## config.mk

```make
export PLATFORM = sky130hd
export DESIGN_NAME = data_mem_bridge
export DESIGN_NICKNAME = d
export VERILOG_FILES = /design/src/rtl/data_mem_bridge.sv
export SDC_FILE = /design/constraint.sdc
export NUM_CORES = 1
export LEC_CHECK = 0
export CAP_MARGIN = 20
export CORE_MARGIN = 5
export CORE_UTILIZATION = 40
export DETAILED_ROUTE_END_ITERATION = 16
export PLACE_DENSITY = 0.83
export SKIP_CTS_REPAIR_TIMING = 1
export SYNTH_ARGS = -nofsm -noshare
export SYNTH_HDL_FRONTEND = slang
export SYNTH_SLANG_ARGS = --single-unit
```

## constraint.sdc

```tcl
create_clock -name clk -period 3.77 [get_ports clk]
set_input_delay 0.377 -clock clk [delete_from_list [all_inputs] [get_ports clk]]
set_output_delay 0.377 -clock clk [all_outputs]
set_load 0.005 [all_outputs]
```

## src/rtl/data_mem_bridge.sv

```systemverilog
// -----------------------------------------------------------------------------
// data_mem_bridge
//
// Purpose:
//    Bridges a core-side data request interface (req/gnt, rvalid response)
//    to a synchronous single-port SRAM. Each granted request is captured,
//    optionally stalled for WAIT_CYCLES cycles, issued to the SRAM for exactly
//    one cycle and answered with a single rvalid pulse. Reads return the SRAM
//    data; writes return zero.
//
// Parameters:
//    WAIT_CYCLES   extra stall cycles (0..15) before each SRAM access
//
// Configuration macro:
//    DATA_MEM_MISALIGN_CHECK_EN  when defined, misaligned word/halfword
//                                requests are answered with data_err_o=1 and
//                                never reach the SRAM. When undefined, address
//                                bits [1:0] are simply dropped.
//
// Ports:
//    clk, rst_n          clock, asynchronous active-low reset
//    data_req_i          core request, held until granted
//    data_addr_i         byte address
//    data_wr_i           1 = write, 0 = read
//    data_be_i           byte enables
//    data_wdata_i        write data
//    data_gnt_o          request accepted this cycle
//    data_rvalid_o       one-cycle response pulse
//    data_rdata_o        read data (valid with rvalid, else 0)
//    data_err_o          error flag (valid with rvalid, else 0)
//    mem_cs_o, mem_we_o  SRAM chip select / write enable
//    mem_addr_o          SRAM word address
//    mem_be_o            SRAM byte enables
//    mem_wdata_o         SRAM write data
//    mem_rdata_i         SRAM read data (valid the cycle after mem_cs_o)
// -----------------------------------------------------------------------------

`ifndef MEM_ADDR_WIDTH
`define MEM_ADDR_WIDTH 32
`endif
`ifndef MEM_TRANSFER_WIDTH
`define MEM_TRANSFER_WIDTH 4
`endif
`ifndef DATA_WIDTH
`define DATA_WIDTH 32
`endif

module data_mem_bridge #(
   parameter int WAIT_CYCLES = 1
) (
   input  logic                            clk,
   input  logic                            rst_n,
   input  logic                            data_req_i,
   input  logic [`MEM_ADDR_WIDTH-1:0]      data_addr_i,
   input  logic                            data_wr_i,
   input  logic [`MEM_TRANSFER_WIDTH-1:0]  data_be_i,
   input  logic [`DATA_WIDTH-1:0]          data_wdata_i,
   output logic                            data_gnt_o,
   output logic                            data_rvalid_o,
   output logic [`DATA_WIDTH-1:0]          data_rdata_o,
   output logic                            data_err_o,
   output logic                            mem_cs_o,
   output logic                            mem_we_o,
   output logic [`MEM_ADDR_WIDTH-3:0]      mem_addr_o,
   output logic [`MEM_TRANSFER_WIDTH-1:0]  mem_be_o,
   output logic [`DATA_WIDTH-1:0]          mem_wdata_o,
   input  logic [`DATA_WIDTH-1:0]          mem_rdata_i
);

   localparam int AW = `MEM_ADDR_WIDTH;
   localparam int BW = `MEM_TRANSFER_WIDTH;
   localparam int DW = `DATA_WIDTH;

   // Counter reload value: WAIT is entered with WAIT_CYCLES-1 so that the
   // state is occupied for exactly WAIT_CYCLES cycles.
   localparam logic [3:0] WAIT_LOAD = (WAIT_CYCLES > 0) ? 4'(WAIT_CYCLES - 1) : 4'd0;

   typedef enum logic [1:0] {
      IDLE   = 2'd0,
      WAIT   = 2'd1,
      ACCESS = 2'd2,
      RESP   = 2'd3
   } state_t;

   state_t          state_reg, state_next;
   logic [3:0]      count_reg, count_next;
   logic [AW-3:0]   addr_reg, addr_next;
   logic            wr_reg, wr_next;
   logic [BW-1:0]   be_reg, be_next;
   logic [DW-1:0]   wdata_reg, wdata_next;
   logic            err_reg, err_next;
   logic            misalign;
   logic            access_active;

   // ---------------------------------------------------------------------
   // Misalignment detection (optional)
   // ---------------------------------------------------------------------
`ifdef DATA_MEM_MISALIGN_CHECK_EN
   always_comb begin
      misalign = 1'b0;
      if (data_be_i == BW'(4'b1111) && data_addr_i[1:0] != 2'b00) begin
         misalign = 1'b1;
      end
      if ((data_be_i == BW'(4'b0011) || data_be_i == BW'(4'b1100)) && data_addr_i[0]) begin
         misalign = 1'b1;
      end
   end
`else
   // Sub-word address bits carry no meaning for the SRAM in this build.
   logic unused_addr_bits;
   assign unused_addr_bits = ^data_addr_i[1:0];
   assign misalign         = 1'b0;
`endif

   // ---------------------------------------------------------------------
   // State and request capture registers
   // ---------------------------------------------------------------------
   always_ff @(posedge clk or negedge rst_n) begin
      if (!rst_n) begin
         state_reg <= IDLE;
         count_reg <= '0;
         addr_reg  <= '0;
         wr_reg    <= 1'b0;
         be_reg    <= '0;
         wdata_reg <= '0;
         err_reg   <= 1'b0;
      end else begin
         state_reg <= state_next;
         count_reg <= count_next;
         addr_reg  <= addr_next;
         wr_reg    <= wr_next;
         be_reg    <= be_next;
         wdata_reg <= wdata_next;
         err_reg   <= err_next;
      end
   end

   // ---------------------------------------------------------------------
   // Next-state and output decode
   // ---------------------------------------------------------------------
   always_comb begin
      state_next    = state_reg;
      count_next    = count_reg;
      addr_next     = addr_reg;
      wr_next       = wr_reg;
      be_next       = be_reg;
      wdata_next    = wdata_reg;
      err_next      = err_reg;
      data_gnt_o    = 1'b0;
      data_rvalid_o = 1'b0;
      data_rdata_o  = '0;
      data_err_o    = 1'b0;
      mem_cs_o      = 1'b0;
      mem_we_o      = 1'b0;
      mem_addr_o    = '0;
      mem_be_o      = '0;

      case (state_reg)
         IDLE: begin
            // Grant is combinational on the request, but suppressed while
            // reset is held so that every output is quiet during reset.
            data_gnt_o = data_req_i & rst_n;
            if (data_req_i) begin
               addr_next  = data_addr_i[AW-1:2];
               wr_next    = data_wr_i;
               be_next    = data_be_i;
               wdata_next = data_wdata_i;
               err_next   = misalign;
               if (misalign) begin
                  // Error responses bypass the SRAM entirely.
                  state_next = RESP;
               end else if (WAIT_CYCLES > 0) begin
                  count_next = WAIT_LOAD;
                  state_next = WAIT;
               end else begin
                  state_next = ACCESS;
               end
            end
         end

         WAIT: begin
            if (count_reg == 4'd0) begin
               state_next = ACCESS;
            end else begin
               count_next = count_reg - 4'd1;
            end
         end

         ACCESS: begin
            mem_cs_o   = 1'b1;
            mem_we_o   = wr_reg;
            mem_addr_o = addr_reg;
            mem_be_o   = be_reg;
            state_next = RESP;
         end

         RESP: begin
            data_rvalid_o = 1'b1;
            data_err_o    = err_reg;
            // SRAM read data is valid in this cycle (one after chip select);
            // writes and error responses return zero.
            if (!wr_reg && !err_reg) begin
               data_rdata_o = mem_rdata_i;
            end
            err_next   = 1'b0;
            state_next = IDLE;
         end

         default: begin
            state_next = IDLE;
         end
      endcase
   end

   // ---------------------------------------------------------------------
   // Write data lanes: driven only during the access cycle, zero otherwise
   // ---------------------------------------------------------------------
   assign access_active = (state_reg == ACCESS);

   for (genvar gi = 0; gi < BW; gi++) begin : g_wdata_lane
      assign mem_wdata_o[gi*8 +: 8] = access_active ? wdata_reg[gi*8 +: 8] : 8'h00;
   end

endmodule
```

==> metrics.md, run 1 <==
| Metric | Value |
|---|---|
| Yosys Warn Count | `0` |
| Final net count | `605` |
| Cell with the most instances after synthesis | `and2_1` |
| Proportion of layout cells with a drive suffix above 1 | `18.0%` |
| Highest net fanout along the worst path | `69` |
| Register clock-pin slew on the reported worst setup and hold paths | `approximately 0.08 ns` |
| Full die area | `11000 µm²` |
| Clk buf depth | `2` |
| Total cell area at the placement stage | `5700 µm²` |
| Most used DFF post-synth | `dfrtp_1` |
| Placed wire-length estimate after detailed placement | `8230 µm` |
| Max Cap Viol | `0` |
| Ports placed on the boundary | `between 200 and 250` |
| First-pass GRT wire length | `~16000 µm` |
| Timing-limited maximum frequency | `roughly 340 MHz` |
| Number of clock sinks | `73` |
| Register share of total power | `33.2%` |
| Synthesized instance count | `slightly below 300` |
| CTS Root Cell | `clkbuf_8` |
| Count of input and output buffers | `203` |
| Combinational power share | `48.4%` |
| Later-pin clock latency in the skew report | `0.34 ns` |
| Post-synthesis sequential area ratio | `50.8%` |
| Drt first pass iters | `4` |
| Post-synthesis async set-or-reset flop share | `100%` |
| Number of flops mapped to enable cells by yosys | `0` |
| Global route total overflow | `0` |
| Worst vdd ir | `roughly 0.00034 V` |
| Register bit total from synthesis | `73` |
| Row Count | `34` |
| Cell area after layout | `5940 µm²` |
| Vias in the first global route | `3032` |
| Internal power contribution | `2.88 mW` |
| Share of Yosys cell area claimed by the top area cell type | `approximately half` |
| Setup repair after global routing missed its margin | `no` |
| Type of the tightest min-delay check | `in -> async` |
| Final setup skew | `0.00787 ns` |
| Fillers | `~680` |
| Starting Density | `about two fifths` |
| Horizontal die dimension | `105 µm` |
| Net count after synthesis | `between 400 and 500` |
| Final setup violating endpoints | `0` |
| Diodes inserted | `0` |
| Worst reg-to-reg path cell count | `5` |
| Biggest area contributors in the synthesized netlist | `dfrtp_1 (51%), mux2_2 (21%), and2_1 (17%), ha_1 (2.1%), clkbuf_1 (1.0%)` |
| Largest area contributor in the netlist | `dfrtp_1` |
| Worst-margin pin slew | `between 0.9 and 1 ns` |
| Antenna violations before repair | `1` |
| Mean routed wirelength per cell | `17.3 µm` |
| Utilization after layout | `67.8%` |
| Final hold violation count | `0` |
| Core Box Area | `8760 µm²` |
| Minimum period implied by the final worst setup slack | `2.91 ns` |
| TritonCTS clock tree | `yes` |
| Chip Height | `around 100 µm` |
| Routed via count | `2912` |
| Tightest slew margin relative to the limit | `approximately 34%` |
| Leak Pwr | `2.47 nW` |
| Net Sw Frac | `28.3%` |
| DRC violation count after routing | `0` |
| Power density over the cells | `677 nW/µm²` |
| Area growth from synthesis to layout | `65.1%` |
| Via-to-Cell Ratio | `4.79` |
| Post-Synthesis Mean Instance Area | `12.1 µm²` |
| Wirelength, routed | `10500 µm` |
| Total Neg Setup Slack | `0 ns` |
| Switching power | `1.14 mW` |
| Final number of max-transition violations | `0` |
| Leading cell types by count after synthesis | `and2_1 (99), dfrtp_1 (73), mux2_2 (67)` |
| Data required, critical path | `3.39 ns` |
| Post-route clock period utilization | `between 70 and 80%` |
| Netlist area before placement | `3600 µm²` |
| R2r setup slk | `1.59 ns` |
| Type of destination of the critical path | `output port` |
| Worst path arrival time | `roughly 2.5 ns` |
| Global-route usage over all layers | `18.8%` |
| Flip-flop count of the largest register, all copies and words added | `32` |
| Clock buffers created by TritonCTS | `9` |
| Run status | `complete, no violations` |
| Count of different cell masters after synthesis | `28` |
| Iteration-0 DRC count of the detailed router | `77` |
| H-tree depth reported by CTS | `3` |
| Worst setup path class | `reg -> out` |
| Placer's final routability congestion estimate | `around 0.89` |
| Number of antenna-violating nets in the routed design | `0` |
| Maximum number of pins on one net before global-route repair | `74` |
| Clock network fraction of total power | `about 18%` |
| Nature of the critical path startpoint | `register` |
-- layout make-up --
type / count / area [µm²] / area share [%]
Timing Repair Buffer: 206 / 2060 / 34.8
Sequential cell: 73 / 1830 / 30.7
Multi-Input combinational cell: 201 / 1660 / 27.9
Clock buffer: 11 / 141 / 2.38
Tap cell: 108 / 135 / 2.27
Clock inverter: 5 / 103 / 1.73
Inverter: 4 / 15.0 / 0.253
-- cell usage in the layout (no fill, tap or decap) --
cell type        instances
nor3b_1                  1
nand2b_1                 1
ha_2                     1
nor3_1                   1
nand2_1                  4
nand4_1                  1
conb_1                   1
o221ai_1                 1
mux2i_1                  2
nand2_2                  1
nand4b_1                 2
clkbuf_1                 1
and2_1                  99
or3b_4                   1
inv_1                    4
clkdlybuf4s50_1        202
clkbuf_8                10
and2b_1                  1
nor2_1                   1
buf_12                   1
nor2b_1                  2
nand3_1                  4
nor4b_1                  1
a21oi_4                  1
dfrtp_1                 73
mux2_2                  67
bufinv_16                3
and3_1                   1
buf_4                    3
a221o_1                  1
clkinv_2                 1
clkinvlp_4               1
mux2_1                   1
ha_1                     5
-- routing by layer --
layer	vias up	part of all wire, %	routed length, µm	global-route usage, %
li1	1372	-	-	-
met4	2	1.5	157	5.39
met1	1396	35	3700	19.4
met3	17	9.0	947	6.78
met2	125	54	5720	35.3
met5	-	0.12	13	0
-- final timing paths --
kind	endpoint	startpoint
worst min-delay path	wdata_reg[4]	rst_n
min in group clk	be_reg[3]	be_reg[3]
worst min register to register	be_reg[3]	be_reg[3]
worst max-delay path	mem_wdata_o[5]	state_reg[0]
worst max register to register	wdata_reg[24]	state_reg[0]
max in group asynchronous	state_reg[0]	rst_n
-- power by group through the flow --
stage	Clock, mW	Combinational [mW]	Sequential (mW)
final	0.739	1.95	1.34
after global routing	0.798	2.12	1.38
after CTS	0.762	1.99	1.34
after detailed placement	0	1.98	1.35
after global placement	0	1.94	1.32
after floorplan	0	0.990	1.28
-- metrics by stage --
step                std cells  setup WS (ns)  hold WS [ns]  power, mW
global placement          592           1.21         0.479       3.26
CTS                       608          0.808         0.345       4.09
floorplan                 297           2.07        0.0814       2.27
finish                    608          0.861         0.285       4.02
detailed placement        592           1.19         0.485       3.33
global route              608          0.635         0.368       4.30
-- worst max-delay path, cell delays in order, from the launching register on --
cell and delay, ns:
dfrtp_1 0.41, inv_1 0.14, ha_2 0.84, and2_1 0.25, clkdlybuf4s50_1 0.52
-- cells by family after synthesis --
| kind of cell | synth area share (%) |
|---|---|
| AOI/OAI and AO/OA | 0.974 |
| adders and majority gates | 2.09 |
| buffers and inverters | 3.37 |
| DFF | 50.8 |
| muxes | 21.8 |
| other | 0.104 |
| and+or+nand+nor | 20.9 |
Power figures use the tool's default switching activity.
==> run 2, diff against run 1 <==
- CORE_UTILIZATION: 40 -> 38
- PLACE_DENSITY: 0.83 -> 0.79
- clock period: 3.77 -> 2.85 ns (I/O delays scaled with it)
==> metrics.md, run 2 (same netlist as run 1, synthesis figures left out) <==
| Metric | Value |
|---|---|
| Run status | `complete, no violations` |
| Number of cells in the finished layout apart from fillers | `631 (+3.8%)` |
| Drt first pass iters | `2 (-2)` |
| Worst setup path class | `reg -> out` |
| Utilization after layout | `64.4% (-3.4 points)` |
| Total cell area at the placement stage | `5750 µm² (+0.94%)` |
| Post-route clock period utilization | `88.7%` |
| Via-to-Cell Ratio | `4.56 (-4.8%)` |
| Minimum period implied by the final worst setup slack | `roughly 2.5 ns` |
| Timing-limited maximum frequency | `between 300 and 400 MHz` |
| Area growth from synthesis to layout | `65.4%` |
| Slowest-stage cell, CP | `clkdlybuf4s50_1` |
| Critical path's top delay family | `buffers and inverters` |
| Number of clock sinks | `73 (unchanged)` |
| Core Box Area | `9240 µm² (+5.4%)` |
| Flip-flop count of the largest register, all copies and words added | `32 (unchanged)` |
| Maximum number of pins on one net before global-route repair | `74 (unchanged)` |
| First-pass GRT wire length | `15900 µm (-3.1%)` |
| Smallest setup slack after layout | `0.322 ns (-0.540 ns)` |
| Row Count | `35 (+2.9%)` |
| Clk buf depth | `2 (unchanged)` |
| Worst vdd ir | `0.000451 V (+32%)` |
| Vias in the first global route | `3061 (+0.96%)` |
| Type of the tightest min-delay check | `in -> async` |
| Final hold violation count | `0 (unchanged)` |
| Nature of the critical path startpoint | `register` |
| Tightest slew margin relative to the limit | `38.0% (+3.6 points)` |
| Max Cap Viol | `0 (unchanged)` |
| Final net count | `607 (+0.33%)` |
| Count of input and output buffers | `203 (unchanged)` |
| CTS Root Cell | `clkbuf_8` |
| Placed wire-length estimate after detailed placement | `7800 µm (-5.3%)` |
| Register clock-pin slew on the reported worst setup and hold paths | `0.08 ns (about the same)` |
| Min Hold Slack | `0.189 ns (-0.0952 ns)` |
| H-tree depth reported by CTS | `3 (unchanged)` |
| Total power of the final layout | `5.18 mW (+29%)` |
| Placer's final routability congestion estimate | `0.725 (-18%)` |
| Antenna violations before repair | `0 (-1)` |
| Horizontal die dimension | `107 µm (+2.4%)` |
| Number of instances in the placed design | `615 (+3.9%)` |
| Ports placed on the boundary | `207 (unchanged)` |
| TritonCTS clock tree | `yes` |
| Setup repair after global routing missed its margin | `no` |
| Cell area after layout | `5950 µm² (+0.21%)` |
| Number of antenna-violating nets in the routed design | `0 (unchanged)` |
| Global-route usage over all layers | `17.6% (-1.2 points)` |
| Diodes inserted | `0 (unchanged)` |
| Starting Density | `38.9% (-2.1 points)` |
| Leak Pwr | `2.46 nW (-0.15%)` |
| Wirelength, routed | `10100 µm (-3.8%)` |
| Commonest non-fill, non-tap cells in the layout | `clkdlybuf4s50_1 (202), and2_1 (99), dfrtp_1 (73), mux2_2 (67), clkbuf_8 (10)` |
| Proportion of layout cells with a drive suffix above 1 | `18.5% (+0.53 points)` |
| Worst path arrival time | `2.24 ns (-0.29 ns)` |
| Final setup violating endpoints | `0 (unchanged)` |
| Later-pin clock latency in the skew report | `0.34 ns (about the same)` |
| Final setup skew | `0.00964 ns (+0.00176 ns)` |
| Clock buffers created by TritonCTS | `9 (unchanged)` |
| Delay of the slowest cell on the worst path | `0.53 ns (-0.31 ns)` |
| Highest net fanout along the worst path | `50 (-28%)` |
| Routed via count | `2878 (-1.2%)` |
| Chip Height | `107 µm (+2.4%)` |
| Most common cell after layout, fill and taps aside | `clkdlybuf4s50_1` |
| Data required, critical path | `2.57 ns (-0.82 ns)` |
| Mean routed wirelength per cell | `16.1 µm (-7.3%)` |
| Buf/Inv on CP | `3 (+1)` |
| Series of cell instances along the critical path | `inv_1 > ha_2 > buf_12 > and2_1 > clkdlybuf4s50_1` |
| Worst setup slack after placement | `0.654 ns (-0.534 ns)` |
| Worst-margin pin slew | `0.930 ns (-0.0542 ns)` |
| DRC violation count after routing | `0 (unchanged)` |
| Final number of max-transition violations | `0 (unchanged)` |
| Global route total overflow | `0 (unchanged)` |
| Power density over the cells | `870 nW/µm² (+29%)` |
| Full die area | `11500 µm² (+4.8%)` |
| Total Neg Setup Slack | `0 ns (unchanged)` |
| Type of destination of the critical path | `output port` |
| Fillers | `739 (+9.0%)` |
| Iteration-0 DRC count of the detailed router | `131 (+70%)` |
[run 2: path summary, 6_finish.rpt]
kind | from | endpoint | slack (ns) | cells past startpoint
min reg2reg | addr_reg[15] | addr_reg[15] | 0.50 | 1
max reg2reg | state_reg[0] | wdata_reg[15] | 0.91 | 5
min | rst_n | wdata_reg[13] | 0.19 | 2
min in group clk | addr_reg[15] | addr_reg[15] | 0.50 | 1
max in group asynchronous | rst_n | addr_reg[20] | 2.07 | 2
max | state_reg[0] | mem_addr_o[6] | 0.32 | 5
[run 2: worst reg2reg max path: stages (launching register included)]
cell and delay [ns]:
dfrtp_1 0.39, inv_1 0.11, ha_1 0.29, nand2_2 0.37, buf_12 0.29, mux2_2 0.39
[run 2: power breakdown]
| group | internal (mW) | switching (mW) | total (mW) |
|---|---|---|---|
| logic | 1.70 | 0.907 | 2.60 |
| clock network | 0.430 | 0.395 | 0.825 |
| registers | 1.54 | 0.212 | 1.75 |
[run 2: cell type report]
cell class	instances	area, µm²	share of cell area, %
clock buffers	10	138	2.31
clock inverters	6	65.1	1.09
inverters	4	15.0	0.252
multi-input cells	201	1660	27.8
flip-flops and latches	73	1830	30.7
well taps	129	161	2.71
repair buffers	208	2090	35.1
[run 2: per-layer routing]
layer / up-vias / GRT usage [%] / routed length, µm
met3: 9 / 6.78 / 1020
met1: 1366 / 19.4 / 3770
met4: 0 / 5.02 / 132
met5: - / 0 / 0
met2: 131 / 31.5 / 5210
li1: 1372 / - / -
